--- config.mk ---
export PLATFORM = sky130hd
export DESIGN_NAME = nios_system_main_memory_master
export DESIGN_NICKNAME = d
export VERILOG_FILES = /design/src/rtl/nios_system_main_memory_master.sv
export SDC_FILE = /design/constraint.sdc
export NUM_CORES = 1
export LEC_CHECK = 0
export BUFFER_PORTS_ARGS = -buffer_cell sky130_fd_sc_hd__buf_2
export CAP_MARGIN = 20
export CORE_UTILIZATION = 50
export CTS_CLUSTER_SIZE = 25
export DETAILED_ROUTE_END_ITERATION = 8
export PLACE_DENSITY = 0.8
export REMOVE_ABC_BUFFERS = 1
export SLEW_MARGIN = 20
export SYNTH_ARGS = -nofsm -noshare
export SYNTH_HDL_FRONTEND = slang
export SYNTH_SLANG_ARGS = --single-unit
--- constraint.sdc ---
create_clock -name clk -period 2.3 [get_ports clk]
set_clock_uncertainty 0.2 [all_clocks]
set_input_delay 0 -clock clk [delete_from_list [all_inputs] [get_ports clk]]
set_output_delay 0 -clock clk [all_outputs]
set_load 0.01 [all_outputs]
--- src/rtl/nios_system_main_memory_master.sv ---
// -----------------------------------------------------------------------------
// nios_system_main_memory_master
//
// Avalon-MM master for the 8-bit main memory. Moves byte blocks between
// Avalon-ST style byte streams and the memory under a start/done handshake.
//   FILL (cmd_op = 0): snk_* byte stream -> memory writes, 1 byte/cycle.
//   READ (cmd_op = 1): memory reads -> src_* byte stream, with backpressure
//                      absorbed by a small first-word-fall-through buffer.
//
// Ports
//   clk, reset_n              clock, asynchronous active-low reset
//   cmd_start/op/base/len     command strobe, op, first address, byte count
//   busy, done                transfer in progress / one-cycle completion pulse
//   snk_data/valid/ready      FILL byte stream sink
//   src_data/valid/ready      READ byte stream source
//   mem_address/chipselect/write/writedata/clken/readdata
//                             memory slave port (fixed READ_LATENCY)
//   csum                      running 16-bit byte sum of the current transfer
//
// Optional feature: define MAIN_MEMORY_MASTER_CSUM_EN to build the checksum
// accumulator; otherwise csum is tied to zero.
// -----------------------------------------------------------------------------
module nios_system_main_memory_master #(
    parameter int ADDR_W       = 12,
    parameter int READ_LATENCY = 1,
    parameter int FIFO_DEPTH   = 4
) (
    input  logic              clk,
    input  logic              reset_n,
    input  logic              cmd_start,
    input  logic              cmd_op,
    input  logic [ADDR_W-1:0] cmd_base,
    input  logic [ADDR_W:0]   cmd_len,
    output logic              busy,
    output logic              done,
    input  logic [7:0]        snk_data,
    input  logic              snk_valid,
    output logic              snk_ready,
    output logic [7:0]        src_data,
    output logic              src_valid,
    input  logic              src_ready,
    output logic [ADDR_W-1:0] mem_address,
    output logic              mem_chipselect,
    output logic              mem_write,
    output logic [7:0]        mem_writedata,
    output logic              mem_clken,
    input  logic [7:0]        mem_readdata,
    output logic [15:0]       csum
);

    localparam logic [2:0] ST_IDLE  = 3'd0;
    localparam logic [2:0] ST_FILL  = 3'd1;
    localparam logic [2:0] ST_READ  = 3'd2;
    localparam logic [2:0] ST_DRAIN = 3'd3;
    localparam logic [2:0] ST_DONE  = 3'd4;

    localparam int PW = $clog2(FIFO_DEPTH);
    localparam int CW = PW + 1;
    localparam int OW = $clog2(FIFO_DEPTH + READ_LATENCY + 2) + 1;

    localparam logic [ADDR_W-1:0] ADDR_ONE = ADDR_W'(1);
    localparam logic [ADDR_W:0]   REM_ONE  = (ADDR_W + 1)'(1);
    localparam logic [PW-1:0]     PTR_ONE  = PW'(1);
    localparam logic [CW-1:0]     CNT_ONE  = CW'(1);

    logic [2:0]              state_q, state_d;
    logic [ADDR_W-1:0]       cur_q, cur_d;
    // FILL: bytes still to accept. READ: reads still to issue.
    logic [ADDR_W:0]         rem_q, rem_d;
    logic                    cs_q, cs_d;
    logic                    wr_q, wr_d;
    logic [ADDR_W-1:0]       addr_q, addr_d;
    logic [7:0]              wdata_q, wdata_d;

    // Read-return tracking and buffer
    logic [READ_LATENCY-1:0] sr_q, sr_d;
    logic [7:0]              fifo_mem [FIFO_DEPTH];
    logic [PW-1:0]           wp_q, rp_q;
    logic [CW-1:0]           cnt_q;

    logic                    rd_live;
    logic                    push;
    logic                    pop;
    logic                    snk_fire;
    logic                    rd_issue;
    logic                    rd_phase;
    logic [OW-1:0]           inflight;
    logic [OW-1:0]           occupancy;

    assign mem_clken      = reset_n;
    assign mem_address    = addr_q;
    assign mem_chipselect = cs_q;
    assign mem_write      = wr_q;
    assign mem_writedata  = wdata_q;

    assign busy      = (state_q == ST_FILL) || (state_q == ST_READ) || (state_q == ST_DRAIN);
    assign done      = (state_q == ST_DONE);
    assign snk_ready = (state_q == ST_FILL) && (rem_q != '0);
    assign snk_fire  = snk_valid && snk_ready;
    assign rd_phase  = (state_q == ST_READ) || (state_q == ST_DRAIN);

    assign src_valid = (cnt_q != '0);
    assign src_data  = src_valid ? fifo_mem[rp_q] : '0;
    assign pop       = src_valid && src_ready && rd_phase;

    // A read strobe currently on the bus; its data returns READ_LATENCY
    // cycles later, when it reaches the end of the shift register.
    assign rd_live = cs_q && !wr_q;
    if (READ_LATENCY == 1) begin : g_sr1
        assign sr_d = rd_live;
    end else begin : g_srn
        assign sr_d = {sr_q[READ_LATENCY-2:0], rd_live};
    end
    assign push = sr_q[READ_LATENCY-1];

    // Credit covers buffered bytes plus every read still on its way, so an
    // issued read always has a buffer slot waiting for it.
    assign inflight  = OW'(rd_live) + OW'($countones(sr_q));
    assign occupancy = OW'(cnt_q) + inflight;
    assign rd_issue  = (state_q == ST_READ) && (rem_q != '0) && (occupancy < OW'(FIFO_DEPTH));

    always_comb begin
        state_d = state_q;
        cur_d   = cur_q;
        rem_d   = rem_q;
        cs_d    = 1'b0;
        wr_d    = 1'b0;
        addr_d  = addr_q;
        wdata_d = wdata_q;
        case (state_q)
            ST_IDLE: begin
                if (cmd_start) begin
                    cur_d = cmd_base;
                    rem_d = cmd_len;
                    if (cmd_len == '0) begin
                        state_d = ST_DONE;
                    end else if (cmd_op) begin
                        state_d = ST_READ;
                    end else begin
                        state_d = ST_FILL;
                    end
                end
            end
            ST_FILL: begin
                if (snk_fire) begin
                    cs_d    = 1'b1;
                    wr_d    = 1'b1;
                    addr_d  = cur_q;
                    wdata_d = snk_data;
                    cur_d   = cur_q + ADDR_ONE;
                    rem_d   = rem_q - REM_ONE;
                end else if (rem_q == '0) begin
                    state_d = ST_DONE;
                end
            end
            ST_READ: begin
                if (rd_issue) begin
                    cs_d   = 1'b1;
                    addr_d = cur_q;
                    cur_d  = cur_q + ADDR_ONE;
                    rem_d  = rem_q - REM_ONE;
                end else if (rem_q == '0) begin
                    state_d = ST_DRAIN;
                end
            end
            ST_DRAIN: begin
                if ((inflight == '0) && (cnt_q == '0)) begin
                    state_d = ST_DONE;
                end
            end
            ST_DONE: begin
                state_d = ST_IDLE;
            end
            default: begin
                state_d = ST_IDLE;
            end
        endcase
    end

    always_ff @(posedge clk or negedge reset_n) begin
        if (!reset_n) begin
            state_q <= ST_IDLE;
            cur_q   <= '0;
            rem_q   <= '0;
            cs_q    <= 1'b0;
            wr_q    <= 1'b0;
            addr_q  <= '0;
            wdata_q <= '0;
            sr_q    <= '0;
        end else begin
            state_q <= state_d;
            cur_q   <= cur_d;
            rem_q   <= rem_d;
            cs_q    <= cs_d;
            wr_q    <= wr_d;
            addr_q  <= addr_d;
            wdata_q <= wdata_d;
            sr_q    <= sr_d;
        end
    end

    always_ff @(posedge clk or negedge reset_n) begin
        if (!reset_n) begin
            wp_q  <= '0;
            rp_q  <= '0;
            cnt_q <= '0;
        end else begin
            if (push) begin
                wp_q <= wp_q + PTR_ONE;
            end
            if (pop) begin
                rp_q <= rp_q + PTR_ONE;
            end
            case ({push, pop})
                2'b10:   cnt_q <= cnt_q + CNT_ONE;
                2'b01:   cnt_q <= cnt_q - CNT_ONE;
                default: cnt_q <= cnt_q;
            endcase
        end
    end

    always_ff @(posedge clk) begin
        if (push) begin
            fifo_mem[wp_q] <= mem_readdata;
        end
    end

`ifdef MAIN_MEMORY_MASTER_CSUM_EN
    logic [15:0] csum_q, csum_d;

    always_comb begin
        csum_d = csum_q;
        if ((state_q == ST_IDLE) && cmd_start) begin
            csum_d = '0;
        end else if (snk_fire) begin
            csum_d = csum_q + {8'h00, snk_data};
        end else if (pop) begin
            csum_d = csum_q + {8'h00, src_data};
        end
    end

    always_ff @(posedge clk or negedge reset_n) begin
        if (!reset_n) begin
            csum_q <= '0;
        end else begin
            csum_q <= csum_d;
        end
    end

    assign csum = csum_q;
`else
    assign csum = '0;
`endif

endmodule

# == Word-level counts from Yosys, hierarchy flattened ==
# Memories as Yosys holds them, arrays and structs flattened.
# Cells that the tools add are included.
# totals
n_memories,1
regBits,58
mem_bits_rw,32
in_bits,47
# op_classes
reduce_logical,26
addsub,8
order_cmp,1
muxes,28
n_eq_ne,14
# mem_list
name,depth,width,read_ports,rd_ports_with_merged_regs,wr,line_no,text
fifo_mem,4,8,1,0,1,77,logic [7:0] fifo_mem [FIFO_DEPTH];
# ops
operator,n
12-bit 2-to-1 mux,5
13-bit 2-to-1 mux,3
13-bit case mux with 3 select lines,1
12-bit case mux with 3 select lines,1
13-bit logical NOT,2
12-bit case mux with 2 select lines,1
3-bit 2-to-1 mux,7
13-bit nonzero test,1
"13-bit by 1-bit subtractor with 13-bit output, second input constant",1
"12-bit by 1-bit adder with 12-bit output, second input constant",1
3-bit case mux with 4 select lines,1
"2-bit != test, second input constant",5
1-bit logical AND,8
8-bit 2-to-1 mux,1
"3-bit by 2-bit equality test with 1-bit output, second input constant",2
3-bit logical NOT,2
"2-bit by 1-bit != test with 1-bit output, second input constant",3
3-bit case mux with 2 select lines,1
6-bit AND reduction,1
3-bit nonzero test,2
1-bit 2-to-1 mux,5
"2-bit by 1-bit adder with 2-bit output, second input constant",2
3-bit by 2-bit adder with 4-bit output,1
4-bit logical NOT,1
16 further kinds,19

# == Depth between registers and ports, before layout ==
# logic_depth
ltp_word,8
mapped_depth,10

# == Least setup slack after synthesis ==
# No wires, ideal clock.
# synth_path
path_kind,register to register
start,register state_q[1]
end,register cnt_q[2]
setup_time_ns,0.079
path_buffers,2
path_slack_ns,-0.123
arrival_time_ns,2.144
path_stages_with_launch,11
t_required_ns,2.021
cell_sequence,dfrtp_1 -> buf_2 -> buf_2 -> inv_1 -> nor4b_2 -> ha_1 -> inv_1 -> fa_1 -> xor2_1 -> nor2_1 -> xor2_1
# synth_between
elab_chain_len,5
# synth_rtl
element,line_no,text
"start, declared",66,"logic [2:0] state_q, state_d;"
"start signal, assigned",191,state_q <= state_d;
3-bit by 2-bit equality test with 1-bit output,100,assign rd_phase = (state_q == ST_READ) || (state_q == ST_DRAIN);
1-bit logical OR *,100,
1-bit logical AND *,104,assign pop = src_valid && src_ready && rd_phase;
2-bit by 1-bit equality test with 1-bit output / 2-bit equality test (equally long branches),214,"case ({push, pop})"
3-bit case mux with 2 select lines / 2-bit nonzero test (equally long branches),n/a,
"end signal, assigned",215,2'b10: cnt_q <= cnt_q + CNT_ONE;
"end signal, assigned",216,2'b01: cnt_q <= cnt_q - CNT_ONE;
"end signal, assigned",217,default: cnt_q <= cnt_q;
"end, declared",79,logic [CW-1:0] cnt_q;
# Mark *: on every way between the ends. The rest lies on a longest branch, timed or not.
# A chain may end at the register's enable or synchronous reset.

# == Worst setup path in the final report ==
# layout_path
start,"register wr_q, in the netlist mem_write"
end,"register addr_q[8], in the netlist mem_address[8]"
# layout_between
elab_chain_len,8
# layout_rtl
element,line_no,text
"start, declared",71,"logic wr_q, wr_d;"
"start signal, assigned",195,wr_q <= wr_d;
1-bit logical NOT,108,assign rd_live = cs_q && !wr_q;
1-bit logical AND,108,
named net rd_live,81,logic rd_live;
1-bit by 1-bit adder with 2-bit output,118,assign inflight = OW'(rd_live) + OW'($countones(sr_q));
3-bit by 2-bit adder with 4-bit output,119,assign occupancy = OW'(cnt_q) + inflight;
4-bit by 3-bit < comparator with 1-bit output,120,assign rd_issue = (state_q == ST_READ) && (rem_q != '0) && (occupancy < OW'(FIFO_DEPTH));
1-bit logical AND,120,
2-bit != test (no source line),n/a,
3-bit AND reduction (no source line),n/a,
"end signal, assigned",196,addr_q <= addr_d;
"end, declared",72,"logic [ADDR_W-1:0] addr_q, addr_d;"
# The timed path passes the listed nets, and every way through them passes these cells.

==> insert_results.sql <==
INSERT INTO impl_metrics (metric_group, metric, value, unit) VALUES
('clock_tree', 'clock-root-buffer', 'sky130_fd_sc_hd__clkbuf_8', ''),
('setup_path', 'critPathKind', 'flip-flop to flip-flop', ''),
('routing', 'routed_wirelength', '12900', 'µm'),
('clock_tree', 'clock_latency_on_the_worst_skew_pair', '0.37', 'ns'),
('logic_synthesis', 'synth.yosys.seq_area_share', '0.499', ''),
('timing', 'setup-violations-final', '9', ''),
('setup_path', 'cp.arrival', '2.40', 'ns'),
('setup_path', 'crit_required', '2.35', 'ns'),
('timing', 'finalHoldViolations', '0', ''),
('routing', 'detailed_router_iteration_count_before_antenna_repair', '5', ''),
('setup_path', 'critPathMaxFanout', '7', ''),
('global_route', 'number_of_antenna_violations_at_the_first_check_in_global_routing', '0', ''),
('layout', 'filler_cell_count', '664', ''),
('layout', 'area_growth_syn_to_layout', '36.3', '%'),
('logic_synthesis', 'syn-instance-count', '400', ''),
('routing', 'vias_per_cell', '5.91', ''),
('layout', 'diodes', '0', ''),
('logic_synthesis', 'synth.lib_cells_used.distinct', '64', ''),
('floorplanning', 'die_area', '10100', 'µm²'),
('worst_hold_path', 'class_of_the_tightest_hold_or_removal_check', 'input port to asynchronous set/reset pin', ''),
('placed_design', 'gp_routability_congestion', '0.907', ''),
('timing', 'maxSlewHeadroom', '0.453', ''),
('run_status', 'violated_checks', 'setup timing', ''),
('global_route', 'track_usage', '0.257', ''),
('logic_synthesis', 'yosys_register_bits', '90', ''),
('clock_tree', 'clk_pin_slew_worst_setup_hold_paths', '0.11', 'ns'),
('routing', 'first_iter_violations', '377', ''),
('timing', 'final_max_slew_viol_count', '0', ''),
('timing', 'timing_worst_slew_pin_value', '0.817', 'ns'),
('routing', 'vias', '4152', ''),
('placed_design', 'dp.final_hpwl', '7930', 'µm'),
('layout', 'total_number_of_nets_in_the_final_design', '628', ''),
('layout', 'finish.cell_count_without_fillers', '703', ''),
('setup_path', 'cp_slowest_stage_delay', '0.40', 'ns'),
('setup_path', 'reg2reg_slack', '-0.05', 'ns'),
('floorplanning', 'initial_core_utilization', '0.521', ''),
('logic_synthesis', 'synth-async-reset-ratio', '0.644', ''),
('clock_tree', 'clock-sinks', '90', ''),
('global_route', 'grt_max_degree', '25', ''),
('layout', 'final_core_util', '0.710', ''),
('logic_synthesis', 'synth.yosys.warnings', '0', ''),
('global_route', 'grt_pass1_wl', '20000', 'µm'),
('routing', 'detail_route.wl_per_cell', '18.3', 'µm'),
('routing', 'ant_nets', '0', ''),
('layout', 'drive_above_1_share', '0.397', ''),
('setup_path', 'worst_setup_path_end_kind', 'flip-flop', ''),
('run_status', 'outcome', 'complete, but fails checks', ''),
('setup_path', 'worst_setup_path_start_kind', 'flip-flop', ''),
('timing', 'fin_crit', '2.35', 'ns'),
('clock_tree', 'cts.htree.levels', '3', ''),
('logic_synthesis', 'avgSynthCellArea', '12.1', 'µm²'),
('power_and_ir_drop', 'areal_power_density_over_the_cells', '1420', 'nW/µm²'),
('power_and_ir_drop', 'leakage', '2.73', 'nW'),
('timing', 'max_freq', '426', 'MHz'),
('timing', 'min_period_over_period', '1.02', ''),
('floorplanning', 'row_count', '35', ''),
('logic_synthesis', 'dominantRegCellSynth', 'sky130_fd_sc_hd__dfrtp_1', ''),
('power_and_ir_drop', 'irDropWorstVdd', '0.000739', 'V'),
('logic_synthesis', 'syn_area', '4840', 'µm²'),
('clock_tree', 'clock_tree.buffer_depth', '2', ''),
('setup_path', 'timing.critical_path.slowest_stage_cell', 'sky130_fd_sc_hd__dfrtp_1', ''),
('job', 'max_cap_violations', '0', ''),
('floorplanning', 'fp.dieW', '100', 'µm'),
('setup_path', 'critical_path.most_common_cell', 'sky130_fd_sc_hd__ha_4', ''),
('floorplanning', 'core_area', '9280', 'µm²'),
('floorplanning', 'die-height', '100', 'µm'),
('logic_synthesis', 'synth-edff-count', '32', ''),
('clock_tree', 'cts_tree', 'done', ''),
('global_route', 'grt_pass1_vias', '3974', ''),
('clock_tree', 'cts_buffer_count', '9', ''),
('routing', 'drc_errors', '0', ''),
('floorplanning', 'ioPinCount', '98', ''),
('timing', 'final_critical_path_setup_slack', '-0.0494', 'ns'),
('setup_path', 'critical_path.cell_chain', 'nand2b_4, inv_4, ha_4, ha_4, nand3_2, nand4_1, a21oi_4, buf_12, buf_8, mux2_4', ''),
('placed_design', 'port-buffer-count', '81', ''),
('timing', 'rsz0062_at_grt', 'yes', ''),
('global_route', 'grt-ovfl-total', '0', ''),
('placed_design', 'place.detailed.instances', '619', '');
-- critical path, delay by kind of cell, from the launching register on --
kind | cells | cell delay [ns]
fa+ha+maj | 2 | 0.32
flops | 1 | 0.40
compound gates | 1 | 0.25
simple gates | 3 | 0.42
mux | 1 | 0.30
buf+inv | 3 | 0.34
-- flip-flops by register name, summed over array words and instances, names as in the netlist --
register and flops:
cnt_q 3, cur_q 12, fifo_mem 32, mem_address 12
mem_chipselect 1, mem_write 1, mem_writedata 8, push 1
rem_q 13, rp_q 2, state_q 3, wp_q 2
-- layer usage --
metal	vias to the layer above	global-route usage	routed length [µm]
li1	1847	-	-
met3	48	0.0418	920
met2	259	0.425	6330
met4	0	0.0970	349
met1	1998	0.341	5270
met5	-	0	0
-- where the power goes --
| group | total [mW] | switching (mW) | leakage [nW] | internal, mW |
|---|---|---|---|---|
| Sequential | 2.91 | 0.656 | 0.975 | 2.26 |
| Combinational | 5.32 | 2.69 | 1.65 | 2.63 |
| Clock | 1.10 | 0.662 | 0.103 | 0.435 |
| Total | 9.33 | 4.01 | 2.73 | 5.32 |
-- cell usage in the layout, fill, tap and decap left out, types with 8 or more instances in the layout --
cell,netlist,routed
sky130_fd_sc_hd__a2bb2oi_1,11,9
sky130_fd_sc_hd__buf_2,8,81
sky130_fd_sc_hd__buf_4,18,54
sky130_fd_sc_hd__clkbuf_8,0,9
sky130_fd_sc_hd__conb_1,1,16
sky130_fd_sc_hd__dfrtp_1,58,56
sky130_fd_sc_hd__dlygate4sd3_1,0,48
sky130_fd_sc_hd__edfxtp_1,32,32
sky130_fd_sc_hd__inv_1,15,13
sky130_fd_sc_hd__mux2_2,11,11
sky130_fd_sc_hd__mux2_4,9,9
sky130_fd_sc_hd__mux4_2,8,8
sky130_fd_sc_hd__nand2_1,11,10
sky130_fd_sc_hd__nand3_1,13,12
sky130_fd_sc_hd__nand4_1,13,13
sky130_fd_sc_hd__nor2_1,10,10
sky130_fd_sc_hd__nor2b_1,11,11
sky130_fd_sc_hd__nor3_1,14,12
sky130_fd_sc_hd__nor4_1,10,8
sky130_fd_sc_hd__o21ai_1,2,8
-- Yosys cell counts (all sizes together) (8+ instances only) --
| cell type | n | area [µm²] |
|---|---|---|
| a21oi | 8 | 51.3 |
| a2bb2oi | 12 | 111 |
| buf | 31 | 240 |
| clkbuf | 15 | 56.3 |
| dfrtp | 58 | 1450 |
| edfxtp | 32 | 961 |
| ha | 11 | 138 |
| inv | 15 | 56.3 |
| mux2 | 21 | 270 |
| mux4 | 8 | 180 |
| nand2 | 11 | 41.3 |
| nand3 | 14 | 75.1 |
| nand4 | 13 | 81.3 |
| nor2 | 10 | 37.5 |
| nor2b | 11 | 68.8 |
| nor3 | 16 | 96.4 |
| nor4 | 12 | 96.3 |
| o21ai | 13 | 65.1 |
| o41ai | 8 | 70.1 |
-- kinds of logic after synthesis --
logic type                 count (synthesis)  share of synthesized area
DFF                                       90                      0.499
AOI/OAI and AO/OA                         81                      0.127
muxes                                     34                      0.103
and+or+nand+nor                          113                      0.148
other                                      1                   0.000775
buffers and inverters                     61                     0.0729
xor gates and xnor gates                   8                     0.0160
adders and majority gates                 12                     0.0326
-- worst paths after layout --
| check | from | endpoint | cells after the start |
|---|---|---|---|
| worst max-delay path | mem_write$_DFF_PN0_ | mem_address[8]$_DFFE_PN0P_ | 10 |
| worst min-delay path | reset_n | rem_q[8]$_DFFE_PN0P_ | 3 |
| worst max register to register | mem_write$_DFF_PN0_ | mem_address[8]$_DFFE_PN0P_ | 10 |
| worst min register to register | mem_writedata[4]$_DFFE_PN0P_ | mem_writedata[4]$_DFFE_PN0P_ | 1 |
| max in group asynchronous | reset_n | cur_q[11]$_DFFE_PN0P_ | 3 |
| min in group clk | mem_readdata[4] | fifo_mem[3][4]$_DFFE_PP_ | 2 |
-- stage by stage --
step	instance area (µm²)	setup slack, ns	power (mW)	hold WS [ns]	TNS (ns)
global route	6590	-0.120	9.88	0.0249	-1.15
global placement	5480	-0.0105	7.00	-0.238	-0.0276
finish	6590	-0.0494	9.33	0.0223	-0.250
CTS	6350	0.00512	8.74	0.0285	0
floorplan	4600	-0.446	5.54	-0.496	-10.55
detailed placement	5480	-0.168	7.20	-0.231	-1.36
-- timing repair --
item	4_1_cts	5_1_grt
endpoints found under the hold margin	129	0
buffers inserted	5	15
gates resized for setup	30	28
endpoints found under the setup margin	29	49
hold buffers	48	0
pin swaps	5	7
-- layout make-up --
cell class,count,area [µm²],share of cell area
Multi-Input combinational cell,264,2390,0.362
Clock inverter,7,76.3,0.0116
Tap cell,129,161,0.0245
Timing Repair Buffer,189,1370,0.208
Clock buffer,9,124,0.0188
Sequential cell,90,2410,0.366
Inverter,15,58.8,0.00892
Power figures use the tool's default switching activity.
